**src/rtl/ifu_prefetch_if.sv**
```systemverilog
// Instruction-fetch bundle: AXI read address/data channels plus the IDU handshake.
// The master side is the IFU; the slave side is the SRAM/IDU environment.
interface ifu_prefetch_if #(
    parameter int unsigned DATA_LEN = 32
);
    logic                arvalid;
    logic                arready;
    logic [DATA_LEN-1:0] araddr;
    logic                rvalid;
    logic [DATA_LEN-1:0] rdata;
    logic [1:0]          rresp;
    logic                rready;
    logic                inst_valid;
    logic                inst_ready;
    logic [DATA_LEN-1:0] inst_fetch;
    logic [DATA_LEN-1:0] PC_now;
    logic                inst_err;

    modport master (
        output arvalid, araddr, rready,
        output inst_valid, inst_fetch, PC_now, inst_err,
        input  arready, rvalid, rdata, rresp, inst_ready
    );

    modport slave (
        input  arvalid, araddr, rready,
        input  inst_valid, inst_fetch, PC_now, inst_err,
        output arready, rvalid, rdata, rresp, inst_ready
    );
endinterface

```
**src/rtl/ifu_prefetch.sv**
```systemverilog
// Prefetching instruction fetch unit: keeps up to FIFO_DEPTH reads in flight or
// buffered, delivers in order to the IDU and drops stale responses on redirect.
module ifu_prefetch #(
    parameter int unsigned          DATA_LEN   = 32,
    parameter int unsigned          FIFO_DEPTH = 4,
    parameter logic [DATA_LEN-1:0] RST_PC     = 32'h8000_0000,
    parameter logic [DATA_LEN-1:0] NOP_INST   = 32'h0000_0013
) (
    input  logic                clk,
    input  logic                rst_n,
    input  logic                Jump_flag,
    input  logic [DATA_LEN-1:0] Jump_PC,
    ifu_prefetch_if.master      bus
);
    localparam int unsigned PW = $clog2(FIFO_DEPTH);
    localparam int unsigned CW = PW + 1;
    localparam logic [0:0] AR_IDLE = 1'b0;
    localparam logic [0:0] AR_WAIT = 1'b1;

    typedef logic [CW-1:0] cnt_t;
    typedef logic [CW:0]   sum_t;
    typedef logic [PW-1:0] idx_t;

    logic [0:0]          state_q, state_d;
    logic [DATA_LEN-1:0] fetch_pc_q, fetch_pc_d;
    logic [DATA_LEN-1:0] araddr_q, araddr_d;
    cnt_t                out_cnt_q, out_cnt_d;
    cnt_t                drop_cnt_q, drop_cnt_d;
    cnt_t                rd_q, rd_d, wr_q, wr_d;
    logic                stale_q, stale_d;
    idx_t                pq_rd_q, pq_wr_q;

    logic [DATA_LEN-1:0] pq_mem_q [FIFO_DEPTH];
    logic [DATA_LEN-1:0] pc_mem_q [FIFO_DEPTH];
    logic [DATA_LEN-1:0] in_mem_q [FIFO_DEPTH];
    logic                er_mem_q [FIFO_DEPTH];

    logic ar_acc, r_drop, f_push, f_pop, f_empty, issue_ok;
    idx_t head;
    cnt_t cnt_d;
    sum_t credit_d;

    assign ar_acc  = (state_q == AR_WAIT) && bus.arready;
    assign r_drop  = bus.rvalid && (drop_cnt_q != '0);
    assign f_push  = bus.rvalid && !r_drop && !Jump_flag;
    assign f_empty = (rd_q == wr_q);
    assign f_pop   = !f_empty && bus.inst_ready && !Jump_flag;
    assign head    = rd_q[PW-1:0];

    always_comb begin
        out_cnt_d  = out_cnt_q + cnt_t'(ar_acc) - cnt_t'(bus.rvalid);
        drop_cnt_d = drop_cnt_q - cnt_t'(r_drop)
                   + cnt_t'(ar_acc && stale_q);
        fetch_pc_d = fetch_pc_q;
        stale_d    = stale_q && !ar_acc;
        rd_d       = rd_q + cnt_t'(f_pop);
        wr_d       = wr_q + cnt_t'(f_push);
        // A stale held address was never taken from fetch_pc.
        if (ar_acc && !stale_q) begin
            fetch_pc_d = fetch_pc_q + DATA_LEN'(4);
        end
        if (Jump_flag) begin
            fetch_pc_d = Jump_PC;
            drop_cnt_d = out_cnt_d;
            stale_d    = (state_q == AR_WAIT) && !bus.arready;
            rd_d       = '0;
            wr_d       = '0;
        end
    end

    // Issue decision uses next-cycle occupancy, so a redirect launches at once.
    always_comb begin
        cnt_d    = wr_d - rd_d;
        credit_d = sum_t'(out_cnt_d) + sum_t'(cnt_d);
        issue_ok = credit_d < sum_t'(FIFO_DEPTH);
        state_d  = state_q;
        araddr_d = araddr_q;
        if ((state_q == AR_IDLE) || ar_acc) begin
            state_d  = issue_ok ? AR_WAIT : AR_IDLE;
            araddr_d = issue_ok ? fetch_pc_d : araddr_q;
        end
    end

    always_ff @(posedge clk or negedge rst_n) begin
        if (!rst_n) begin
            state_q    <= AR_IDLE;
            fetch_pc_q <= RST_PC;
            araddr_q   <= RST_PC;
            out_cnt_q  <= '0;
            drop_cnt_q <= '0;
            rd_q       <= '0;
            wr_q       <= '0;
            stale_q    <= 1'b0;
        end else begin
            state_q    <= state_d;
            fetch_pc_q <= fetch_pc_d;
            araddr_q   <= araddr_d;
            out_cnt_q  <= out_cnt_d;
            drop_cnt_q <= drop_cnt_d;
            rd_q       <= rd_d;
            wr_q       <= wr_d;
            stale_q    <= stale_d;
        end
    end

    always_ff @(posedge clk or negedge rst_n) begin
        if (!rst_n) begin
            for (int unsigned i = 0; i < FIFO_DEPTH; i++) begin
                pq_mem_q[i] <= '0;
                pc_mem_q[i] <= '0;
                in_mem_q[i] <= '0;
                er_mem_q[i] <= 1'b0;
            end
            pq_rd_q <= '0;
            pq_wr_q <= '0;
        end else begin
            if (ar_acc) begin
                pq_mem_q[pq_wr_q] <= araddr_q;
                pq_wr_q           <= pq_wr_q + idx_t'(1);
            end
            if (bus.rvalid) begin
                pq_rd_q <= pq_rd_q + idx_t'(1);
            end
            if (f_push) begin
                pc_mem_q[wr_q[PW-1:0]] <= pq_mem_q[pq_rd_q];
                in_mem_q[wr_q[PW-1:0]] <= bus.rdata;
                er_mem_q[wr_q[PW-1:0]] <= (bus.rresp != 2'b00);
            end
        end
    end

    assign bus.arvalid    = (state_q == AR_WAIT);
    assign bus.araddr     = araddr_q;
    assign bus.rready     = 1'b1;
    assign bus.inst_valid = !f_empty;
    assign bus.inst_fetch = f_empty ? NOP_INST : in_mem_q[head];
    assign bus.PC_now     = f_empty ? fetch_pc_q : pc_mem_q[head];
    assign bus.inst_err   = !f_empty && er_mem_q[head];
endmodule
```
**src/flat_wrapper.sv**
```systemverilog
// flat-port wrapper written by rule: the top's interface ports become plain ports
module ifu_prefetch_flat 
#(
    parameter int unsigned          DATA_LEN   = 32,
    parameter int unsigned          FIFO_DEPTH = 4,
    parameter logic [DATA_LEN-1:0] RST_PC     = 32'h8000_0000,
    parameter logic [DATA_LEN-1:0] NOP_INST   = 32'h0000_0013
)
  (clk, rst_n, Jump_flag, Jump_PC, bus_arvalid, bus_araddr, bus_rready, bus_inst_valid, bus_inst_fetch, bus_PC_now, bus_inst_err, bus_arready, bus_rvalid, bus_rdata, bus_rresp, bus_inst_ready);
  ifu_prefetch_if #(.DATA_LEN(DATA_LEN)) bus_i ();
  input  logic clk;
  input  logic rst_n;
  input  logic Jump_flag;
  input  logic [DATA_LEN-1:0] Jump_PC;
  output wire logic [$bits(bus_i.arvalid)-1:0] bus_arvalid;
  output wire logic [$bits(bus_i.araddr)-1:0] bus_araddr;
  output wire logic [$bits(bus_i.rready)-1:0] bus_rready;
  output wire logic [$bits(bus_i.inst_valid)-1:0] bus_inst_valid;
  output wire logic [$bits(bus_i.inst_fetch)-1:0] bus_inst_fetch;
  output wire logic [$bits(bus_i.PC_now)-1:0] bus_PC_now;
  output wire logic [$bits(bus_i.inst_err)-1:0] bus_inst_err;
  input wire logic [$bits(bus_i.arready)-1:0] bus_arready;
  input wire logic [$bits(bus_i.rvalid)-1:0] bus_rvalid;
  input wire logic [$bits(bus_i.rdata)-1:0] bus_rdata;
  input wire logic [$bits(bus_i.rresp)-1:0] bus_rresp;
  input wire logic [$bits(bus_i.inst_ready)-1:0] bus_inst_ready;
  assign bus_arvalid = bus_i.arvalid;
  assign bus_araddr = bus_i.araddr;
  assign bus_rready = bus_i.rready;
  assign bus_inst_valid = bus_i.inst_valid;
  assign bus_inst_fetch = bus_i.inst_fetch;
  assign bus_PC_now = bus_i.PC_now;
  assign bus_inst_err = bus_i.inst_err;
  assign bus_i.arready = bus_arready;
  assign bus_i.rvalid = bus_rvalid;
  assign bus_i.rdata = bus_rdata;
  assign bus_i.rresp = bus_rresp;
  assign bus_i.inst_ready = bus_inst_ready;
  ifu_prefetch #(.DATA_LEN(DATA_LEN), .FIFO_DEPTH(FIFO_DEPTH), .RST_PC(RST_PC), .NOP_INST(NOP_INST)) u_core (.clk(clk), .rst_n(rst_n), .Jump_flag(Jump_flag), .Jump_PC(Jump_PC), .bus(bus_i));
endmodule
```
**config.mk**
```make
export PLATFORM = sky130hd
export DESIGN_NAME = ifu_prefetch_flat
export DESIGN_NICKNAME = d
export VERILOG_FILES = /design/src/rtl/ifu_prefetch_if.sv /design/src/rtl/ifu_prefetch.sv /design/src/flat_wrapper.sv
export SDC_FILE = /design/constraint.sdc
export NUM_CORES = 1
export LEC_CHECK = 0
export CORE_ASPECT_RATIO = 0.75
export CORE_MARGIN = 1
export CORE_UTILIZATION = 35
export DETAILED_ROUTE_END_ITERATION = 6
export DONT_BUFFER_PORTS = 1
export PLACE_DENSITY = 0.56
export SETUP_SLACK_MARGIN = 0.15
export SKIP_CTS_REPAIR_TIMING = 1
export SYNTH_ARGS = -nofsm -noshare
export SYNTH_HDL_FRONTEND = slang
export SYNTH_SLANG_ARGS = --single-unit
```
**constraint.sdc**
```tcl
create_clock -name clk -period 8.9 [get_ports clk]
set_clock_uncertainty 0.05 [all_clocks]
set_input_delay 0.89 -clock clk [delete_from_list [all_inputs] [get_ports clk]]
set_output_delay 0.89 -clock clk [all_outputs]
set_load 0.1 [all_outputs]
```
After elaboration in Yosys (flattened, before gate mapping)

Index checks and enable logic that the tools add are counted.
Widths: inputs -> output; s select.

Input port bits: 72
Output and inout port bits: 100
Register bits after elaboration: 470

Bitwise operators: 5
Magnitude comparators: 7
Reduce and logical (&&, ||, !) cells: 23
Muxes and demuxes: 31
Equality and inequality tests: 1
Add/subtract/negate cells: 11

Operators with widths:

| cell                  | number |
|---|---|
| $bwmux 128            | 3 |
| $mux 32               | 12 |
| $bmux 32 s2           | 3 |
| $demux 32 s2          | 2 |
| $add 32x3->32 const B | 1 |
| $logic_and 1x1->1     | 13 |
| $add 3x1->3           | 4 |
| $ge 3x3->1 const B    | 4 |
| $not 2->3             | 4 |
| $mux 3                | 3 |
| $logic_not 1->1       | 6 |
| $lt 3x1->1 const B    | 2 |
| $sub 3x1->3           | 2 |
| $mux 1                | 5 |
| $add 2x1->2 const B   | 2 |
| $add 3x3->4           | 1 |
| $bwmux 4              | 1 |
| $lt 4x3->1 const B    | 1 |
| $eq 3x3->1            | 1 |
| $reduce_bool 3->1     | 1 |
| $sub 3x3->3           | 1 |
| $bmux 1 s2            | 1 |
| $demux 1 s2           | 1 |
| $reduce_and 2->1      | 1 |
| other kinds (3)       | 3 |

Longest topological paths before layout

Gate-level depths: netlist of run 1.

Depth in word-level cells: 11
Mapped depth: 19
Depth with buffers taken out: 16

Worst setup path after synthesis of run 1

No wires, ideal clock.

Kind: flip-flop to flip-flop
From: register u_core.wr_q[0]
To: register u_core.araddr_q[31], in the netlist u_core.bus.araddr[31]
Period minus slack after synthesis: 5239 ps
Buffers on the path: 4
Required time: 8767 ps
Library setup time: 83 ps
Data arrival time: 5106 ps
Setup slack: 3661 ps
Cell stages (with the launch flop): 20
Path through: dfrtp_1 xor2_1 nor3_1 clkbuf_1 buf_1 inv_1 and3_1 ha_1 nor2b_1 ha_1 inv_1 fa_1 xor2_1 ha_1 nor3_1 and3_1 clkbuf_1 clkbuf_1 nand2_1 o211ai_1

Word-level cells in the longest chain between the ends: 10

RTL lines:

| item                              | RTL line            | text |
|---|---|---|
| start: declaration                | ifu_prefetch.sv:29  | `cnt_t rd_q, rd_d, wr_q, wr_d;` |
| start signal: assignment          | ifu_prefetch.sv:101 | `wr_q <= wr_d;` |
| $eq 3x3->1                        | ifu_prefetch.sv:46  | `assign f_empty = (rd_q == wr_q);` |
| $logic_not 1->1                   | -                   |  |
| via bus_inst_valid                | flat_wrapper.sv:18  | `output wire logic [$bits(bus_i.inst_valid)-1:0] bus_inst_valid;` |
| $logic_and 1x1->1 (2 in a row)    | ifu_prefetch.sv:47  | `assign f_pop = !f_empty && bus.inst_ready && !Jump_flag;` |
| $add 3x1->3                       | ifu_prefetch.sv:56  | `rd_d = rd_q + cnt_t'(f_pop);` |
| $mux 3                            | ifu_prefetch.sv:62  | `if (Jump_flag) begin` |
| via u_core.rd_d[0]                | ifu_prefetch.sv:29  |  |
| $sub 3x3->3                       | ifu_prefetch.sv:73  | `cnt_d = wr_d - rd_d;` |
| $add 3x3->4                       | ifu_prefetch.sv:74  | `credit_d = sum_t'(out_cnt_d) + sum_t'(cnt_d);` |
| $lt 4x3->1                        | ifu_prefetch.sv:75  | `issue_ok = credit_d < sum_t'(FIFO_DEPTH);` |
| $reduce_and 2->1 (no source line) | -                   |  |
| end signal: assignment            | ifu_prefetch.sv:97  | `araddr_q <= araddr_d;` |
| end: declaration                  | ifu_prefetch.sv:26  | `logic [DATA_LEN-1:0] araddr_q, araddr_d;` |

The timed path passes the listed nets, and every way through them passes these cells.
A chain may end at the register's enable or synchronous reset.

Worst setup path in the final report of run 1

From: register u_core.rd_q[0]
To: register u_core.araddr_q[28], in the netlist u_core.bus.araddr[28]

Word-level cells in the longest chain between the ends: 10

RTL lines:

| item                              | RTL line            | text |
|---|---|---|
| start: declaration                | ifu_prefetch.sv:29  |  |
| start signal: assignment          | ifu_prefetch.sv:100 | `rd_q <= rd_d;` |
| $eq 3x3->1                        | ifu_prefetch.sv:46  |  |
| $logic_not 1->1                   | -                   |  |
| via bus_inst_valid                | flat_wrapper.sv:18  |  |
| $logic_and 1x1->1 (2 in a row)    | ifu_prefetch.sv:47  |  |
| $add 3x1->3                       | ifu_prefetch.sv:56  |  |
| $mux 3                            | ifu_prefetch.sv:62  |  |
| via u_core.rd_d[0]                | ifu_prefetch.sv:29  |  |
| $sub 3x3->3                       | ifu_prefetch.sv:73  |  |
| $add 3x3->4                       | ifu_prefetch.sv:74  |  |
| $lt 4x3->1                        | ifu_prefetch.sv:75  |  |
| $reduce_and 2->1 (no source line) | -                   |  |

The timed path passes the listed nets, and every way through them passes these cells.

==> results of run 1 <==
[sequential cells by signal, summed over array words and instances (netlist names)]
name and count:
u_core.fetch_pc_q 32, u_core.bus.arvalid 1, u_core.out_cnt_q 3, u_core.er_mem_q 4, u_core.pc_mem_q 128, u_core.wr_q 3, u_core.stale_q 1, u_core.rd_q 3
u_core.in_mem_q 128, u_core.bus.araddr 32, u_core.drop_cnt_q 3, u_core.pq_mem_q 128, u_core.pq_rd_q 2, u_core.pq_wr_q 2
[worst register-to-register path, cell delays in order, from the launching register on]
cell and delay, ns:
dfrtp_4 0.83, xor2_1 0.16, nor3_2 0.23, inv_1 0.46
and3_1 0.41, ha_1 0.27, nor2b_1 0.21, ha_1 0.18
inv_1 0.04, fa_1 0.37, xor2_1 0.17, ha_1 0.27
nor3_1 0.28, and3_2 0.83, nand2_1 0.51, o211ai_1 0.31
[cells by family (layout without fill, tap and decap cells)]
logic type,Yosys count,count (layout),share of synthesized area
simple gates,198,198,0.05065
other cells,1,3,0.0001755
compound gates,52,52,0.01575
mux,541,541,0.3361
xor+xnor,35,35,0.01435
buf+inv,105,130,0.02020
fa+ha+maj,19,19,0.01218
flops,470,470,0.5506
[per-layer routing]
layer	up-vias	global-route usage	wire length, um
met2	209	0.2724	25500
met4	4	0.04149	907
met5	-	0	23
li1	5243	-	-
met3	61	0.05032	3675
met1	6444	0.2393	24250
[synth_stat cells (2+ instances only)]
cell type / count
dfrtp_1: 468
mux2_2: 442
mux4_2: 97
nand2_1: 50
clkbuf_1: 42
nor2b_1: 34
nor2_1: 26
buf_2: 24
nand3_1: 23
buf_1: 21
xor2_1: 19
ha_1: 16
inv_1: 16
xnor2_1: 16
o21ai_0: 15
a21oi_1: 13
nor3_1: 11
o211ai_1: 10
nand4_1: 9
and3_1: 7
and2_1: 6
nor4_1: 6
and4_1: 5
or2_2: 4
a221o_1: 3
fa_1: 3
nand3b_1: 3
o31ai_1: 3
a31oi_1: 2
buf_4: 2
dfstp_2: 2
mux2i_1: 2
o311a_1: 2
or4_1: 2
[where the power goes]
| part | internal (mW) | switching [mW] | leakage, nW |
|---|---|---|---|
| registers | 2.74 | 0.848 | 6.08 |
| clock network | 1.21 | 0.851 | 0.790 |
| logic | 1.16 | 1.44 | 3.83 |
| total | 5.11 | 3.14 | 10.7 |
[cell type report]
type / instances / area share
well taps: 800 / 0.04164
clock buffers: 79 / 0.06408
multi-input cells: 846 / 0.3857
flip-flops and latches: 470 / 0.4898
repair buffers: 31 / 0.01301
clock inverters: 4 / 0.003071
diodes: 2 / 0.0002082
inverters: 16 / 0.002499
[stage by stage]
| step | util | cell area, sq um | power, mW | setup WS [ns] | hold slack [ns] |
|---|---|---|---|---|---|
| 5_1_grt | 0.3978 | 24030 | 8.682 | 2.736 | 0.04984 |
| 4_1_cts | 0.3960 | 23920 | 8.299 | 3.162 | -0.07950 |
| 6_report | 0.3979 | 24040 | 8.248 | 3.186 | 0.07759 |
| 2_1_floorplan | - | 21370 | 5.565 | 3.661 | 0.3946 |
| 3_5_place_dp | 0.3692 | 22310 | 6.212 | 3.197 | 0.4347 |
| 3_3_place_gp | 0.3692 | 22310 | 6.115 | 3.328 | 0.4070 |
[worst paths after layout]
kind	startpoint	end	slack [ns]
setup reg to reg	u_core.rd_q[0]	u_core.bus.araddr[28]	3.19
hold / removal	rst_n	u_core.fetch_pc_q[31]	0.08
min in group clk	bus_rvalid	u_core.pq_rd_q[0]	0.32
max in group asynchronous	rst_n	u_core.rd_q[1]	7.49
setup / recovery	u_core.rd_q[0]	u_core.bus.araddr[28]	3.19
hold reg to reg	u_core.er_mem_q[2]	u_core.er_mem_q[2]	0.44
==> impl_metrics.py, run 1 <==
metrics = {
    "die": {
        "rows": 78,
        "die_h_um": 216.0,
        "initial_core_util": 0.3537,
        "core_sq_mm": 0.06041,
        "die_area_sq_mm": 0.06205,
        "ios": 172,
        "die_x_um": 287.3,
    },
    "global_routing": {
        "grt_pass1_vias": 12539,
        "grt_remaining_overflow": 0,
        "antenna_found_initial": 6,
        "grt_first_pass_wirelength_mm": 81.66,
        "grt_util_all_layers": 0.1746,
        "grt_max_degree": 471,
    },
    "clocking": {
        "h-tree-depth": 2,
        "clk_pin_slew_ns": 0.06,
        "ctsRootBufferMaster": "clkbuf_16",
        "cts_made_buffers": 49,
        "cts_tree": "built",
        "cts_sinks": 470,
        "clock_latency_ns": 0.61,
        "clk_path_buf_depth": 3,
    },
    "sta": {
        "max_freq_mhz": 175.0,
        "period_share": 0.6421,
        "report.final.slew_viol_count": 0,
        "rsz0062_at_grt": "no",
        "worst_pin_slew_ns": 1.248,
        "relSlewSlack": 0.1682,
        "setup_viol": 0,
        "final-hold-violation-count": 0,
        "fin_tns_setup_ns": 0,
        "period_needed_ns": 5.714,
    },
    "pwr": {
        "vdd_drop_max_mv": 0.1673,
        "powerDensity_mw_per_mm2": 343.2,
        "leakage_nw": 10.70,
    },
    "placed_design": {
        "gp_congestion": 0.7923,
        "dp_hpwl_mm": 33.83,
        "io_buffers": 0,
        "dp.cells": 2159,
    },
    "hold_path": {
        "holdCritPathClass": "input pin to async pin",
    },
    "layout": {
        "stdcell_count": 2248,
        "area_growth_pct": 12.49,
        "final_net_count": 1505,
        "drive_gt1_frac": 0.4793,
        "fill_cells": 5515,
        "layout_common_cells": "465 x dfrtp_1, 442 x mux2_2, 97 x mux4_2, 50 x nand2_1, 50 x clkbuf_16",
        "regArea_sq_mm": 0.01177,
        "final_common_cell": "dfrtp_1",
        "multiInputGateArea_sq_mm": 0.009270,
    },
    "drt": {
        "drt_iter0_markers": 633,
        "drc": 0,
        "viasPerCell": 5.321,
        "dr_total_vias": 11961,
        "antenna_left": 0,
        "finalWirelength_mm": 54.36,
        "wire_per_inst_um": 24.18,
        "dr.pass1.iters": 5,
    },
    "setup_path": {
        "r2r_cells": 15,
        "cp_slowest_cell": "dfrtp_4",
        "critical_path_buf_inv_count": 2,
        "path_common_cell": "ha_1",
        "path_cells": "xor2_1 > nor3_2 > inv_1 > and3_1 > ha_1 > nor2b_1 > ha_1 > inv_1 > fa_1 > xor2_1 > ha_1 > nor3_1 > and3_2 > nand2_1 > o211ai_1",
        "cp_data_arrival_time_ns": 6.15,
        "crit_cells": 15,
        "crit_family": "simple AND/OR/NAND/NOR gates",
        "crit_path_end_kind": "flip-flop",
        "cp-start-kind": "flip-flop",
        "worstSetupPathType": "flip-flop to flip-flop",
        "cp.required_ns": 9.33,
        "slowest_delay_ns": 0.83,
        "cp_max_fo": 33,
    },
    "synthesis": {
        "synth_top_area_frac": 0.5481,
        "synthTopCellsByArea": "dfrtp_1 55%, mux2_2 23%, mux4_2 10%",
        "synth_cell_types": 51,
        "synth_edf_count": 0,
        "synth-main-ff-cell": "dfrtp_1",
        "ys_seq_area_frac": 0.5506,
        "async_reset_ff_frac": 1.000,
        "ys_ff_latch": 470,
        "synthesis.instances": 1421,
        "syn_nets": 1512,
        "syn_area_sq_mm": 0.02137,
        "syn_area_per_cell_sq_um": 15.04,
        "yosys_warnings": 0,
        "yosysTopAreaCell": "dfrtp_1",
    },
    "run": {
        "cap_violations": 0,
    },
    "status": {
        "status": "complete, no violations",
    },
}
Power figures use the tool's default switching activity.
==> run 2, diff against run 1 <==
==> constraint.sdc (replaced) <==
create_clock -name clk -period 5.4 [get_ports clk]
set_clock_uncertainty 0.05 [all_clocks]
set_input_delay 0.54 -clock clk [delete_from_list [all_inputs] [get_ports clk]]
set_output_delay 0.54 -clock clk [all_outputs]
set_load 0.1 [all_outputs]
==> run 2 against run 1 <==
The flow now finishes with violations (hold timing). Combinational power rose by 56%. Worst setup slack got worse by 2.6 ns. Die area did not move. First-iteration DRC count rose by 32%. Critical path depth did not move. Final cell count rose by 0.44%. Core utilization rose by 0.089 points. Global-route usage rose by 0.44 points. Worst hold slack got worse by 0.49 ns. Count of clock-buffer cells in the layout did not move. Flip-flop and latch count did not move. Critical path type unchanged. Highest routed layer unchanged.
==> impl_metrics.py, run 2 (synthesis results as in run 1) <==
metrics = {
    "status": {
        "status": "finished with violations",
        "violations": "hold timing",
    },
    "layout": {
        "final_net_count": 1507,
        "drive_gt1_frac": 0.4815,
        "final_common_cell": "dfrtp_1",
        "area_growth_pct": 12.74,
        "stdcell_count": 2258,
        "layout_common_cells": "465 x dfrtp_1, 442 x mux2_2, 97 x mux4_2, 54 x clkbuf_16, 50 x nand2_1",
        "reg_top3": "u_core.in_mem_q x128, u_core.pc_mem_q x128, u_core.pq_mem_q x128",
    },
    "sta": {
        "max_freq_mhz": 208.7,
        "final-hold-violation-count": 470,
        "relSlewSlack": 0.05988,
        "period_needed_ns": 4.792,
        "fin_tns_setup_ns": 0,
        "rsz0062_at_grt": "no",
        "hold-worst-slack_ns": -0.4156,
        "setup_viol": 0,
        "worst_pin_slew_ns": 1.410,
        "period_share": 0.8874,
        "report.final.slew_viol_count": 0,
    },
    "drt": {
        "dr_total_vias": 11989,
        "dr.pass1.iters": 4,
        "wire_per_inst_um": 24.00,
        "finalWirelength_mm": 54.20,
        "drc": 0,
        "drt_iter0_markers": 836,
        "viasPerCell": 5.310,
        "antenna_left": 0,
    },
    "setup_path": {
        "worstSetupPathType": "flip-flop to flip-flop",
        "r2r_cells": 15,
        "cp-start-kind": "flip-flop",
        "critical_path_buf_inv_count": 2,
        "slowest_delay_ns": 0.85,
        "crit_family": "simple AND/OR/NAND/NOR gates",
        "cp_slowest_cell": "and3_2",
        "r2r-end": "u_core.bus.araddr[31]",
        "startpoint": "u_core.rd_q[1]",
        "cp_data_arrival_time_ns": 5.25,
        "cp.required_ns": 5.85,
        "crit_path_end_kind": "flip-flop",
        "path_cells": "xor2_1 > nor3_2 > inv_1 > and3_1 > ha_1 > nor2b_1 > ha_1 > inv_1 > fa_1 > xor2_1 > ha_1 > nor3_1 > and3_2 > nand2_1 > o211ai_1",
        "cp_max_fo": 33,
        "regToRegStartpoint": "u_core.rd_q[1]",
        "path_common_cell": "ha_1",
        "reg2reg_slack_ns": 0.61,
        "crit_path_end": "u_core.bus.araddr[31]",
        "crit_cells": 15,
    },
    "pwr": {
        "powerDensity_mw_per_mm2": 570.4,
        "leakage_nw": 10.74,
        "vdd_drop_max_mv": 0.3228,
    },
    "die": {
        "die_area_sq_mm": 0.06205,
        "core_sq_mm": 0.06041,
        "ios": 172,
        "rows": 78,
        "die_x_um": 287.3,
        "die_h_um": 216.0,
        "initial_core_util": 0.3537,
    },
    "placed_design": {
        "gp_congestion": 0.7861,
        "dp_hpwl_mm": 33.81,
        "dp.cells": 2159,
        "io_buffers": 0,
    },
    "clocking": {
        "clk_path_buf_depth": 3,
        "cts_made_buffers": 53,
        "clock_latency_ns": 0.61,
        "h-tree-depth": 2,
        "clk_pin_slew_ns": 0.06,
        "ctsRootBufferMaster": "clkbuf_16",
        "cts_tree": "built",
        "cts_sinks": 470,
    },
    "hold_path": {
        "holdCritPathClass": "input pin to async pin",
    },
    "global_routing": {
        "grt_util_all_layers": 0.1789,
        "grt_remaining_overflow": 0,
        "grt_max_degree": 471,
        "antenna_found_initial": 3,
        "grt_pass1_vias": 12767,
        "grt_first_pass_wirelength_mm": 83.61,
    },
    "run": {
        "cap_violations": 0,
    },
}
-- run 2: power breakdown --
| part | total, mW | switching (mW) | internal, mW |
|---|---|---|---|
| sequential | 6.06 | 1.55 | 4.51 |
| combinational | 4.06 | 2.16 | 1.90 |
| clock | 3.63 | 1.46 | 2.16 |
-- run 2: cell type report --
cell class                 instances  area [sq um]
antenna                            2         5.005
clock buffer                      79          1585
clock inverter                    16         172.7
fill                            5521         36320
inverter                          16         60.06
multi-input combinational        846          9270
sequential                       470         11770
tap                              800          1001
timing repair buffer              29         222.7
-- run 2: stage by stage --
stage / worst slack, ns / utilization / power, mW / hold WS (ns) / cell area, sq um
after floorplan: 0.1613 / - / 9.173 / 0.1944 / 21370
after global placement: 0.6709 / 0.3692 / 10.08 / 0.2229 / 22310
after detailed placement: 0.6014 / 0.3692 / 10.23 / 0.2210 / 22310
after CTS: 0.5776 / 0.3983 / 13.91 / -0.4320 / 24060
after global routing: 0.2412 / 0.3987 / 14.47 / -0.4418 / 24080
final: 0.6082 / 0.3988 / 13.74 / -0.4156 / 24090
-- run 2: worst min-delay path by stage --
stage | end | slack [ns] | cells past startpoint
2_1_floorplan | u_core.bus.araddr[0] | 0.19 | 0
3_3_place_gp | u_core.pq_mem_q[18] | 0.22 | 0
3_5_place_dp | u_core.pq_mem_q[18] | 0.22 | 0
4_1_cts | u_core.pq_mem_q[50] | -0.43 | 0
5_1_grt | u_core.pq_mem_q[18] | -0.44 | 0
6_report | u_core.pq_mem_q[50] | -0.42 | 0
-- run 2: per-layer routing --
metal / share of wire / up-vias / GRT usage
met2: 0.46 / 216 / 0.2753
met3: 0.072 / 66 / 0.04778
met1: 0.45 / 6475 / 0.2499
met4: 0.018 / 2 / 0.04521
li1: - / 5230 / -
met5: 0.00017 / - / 0
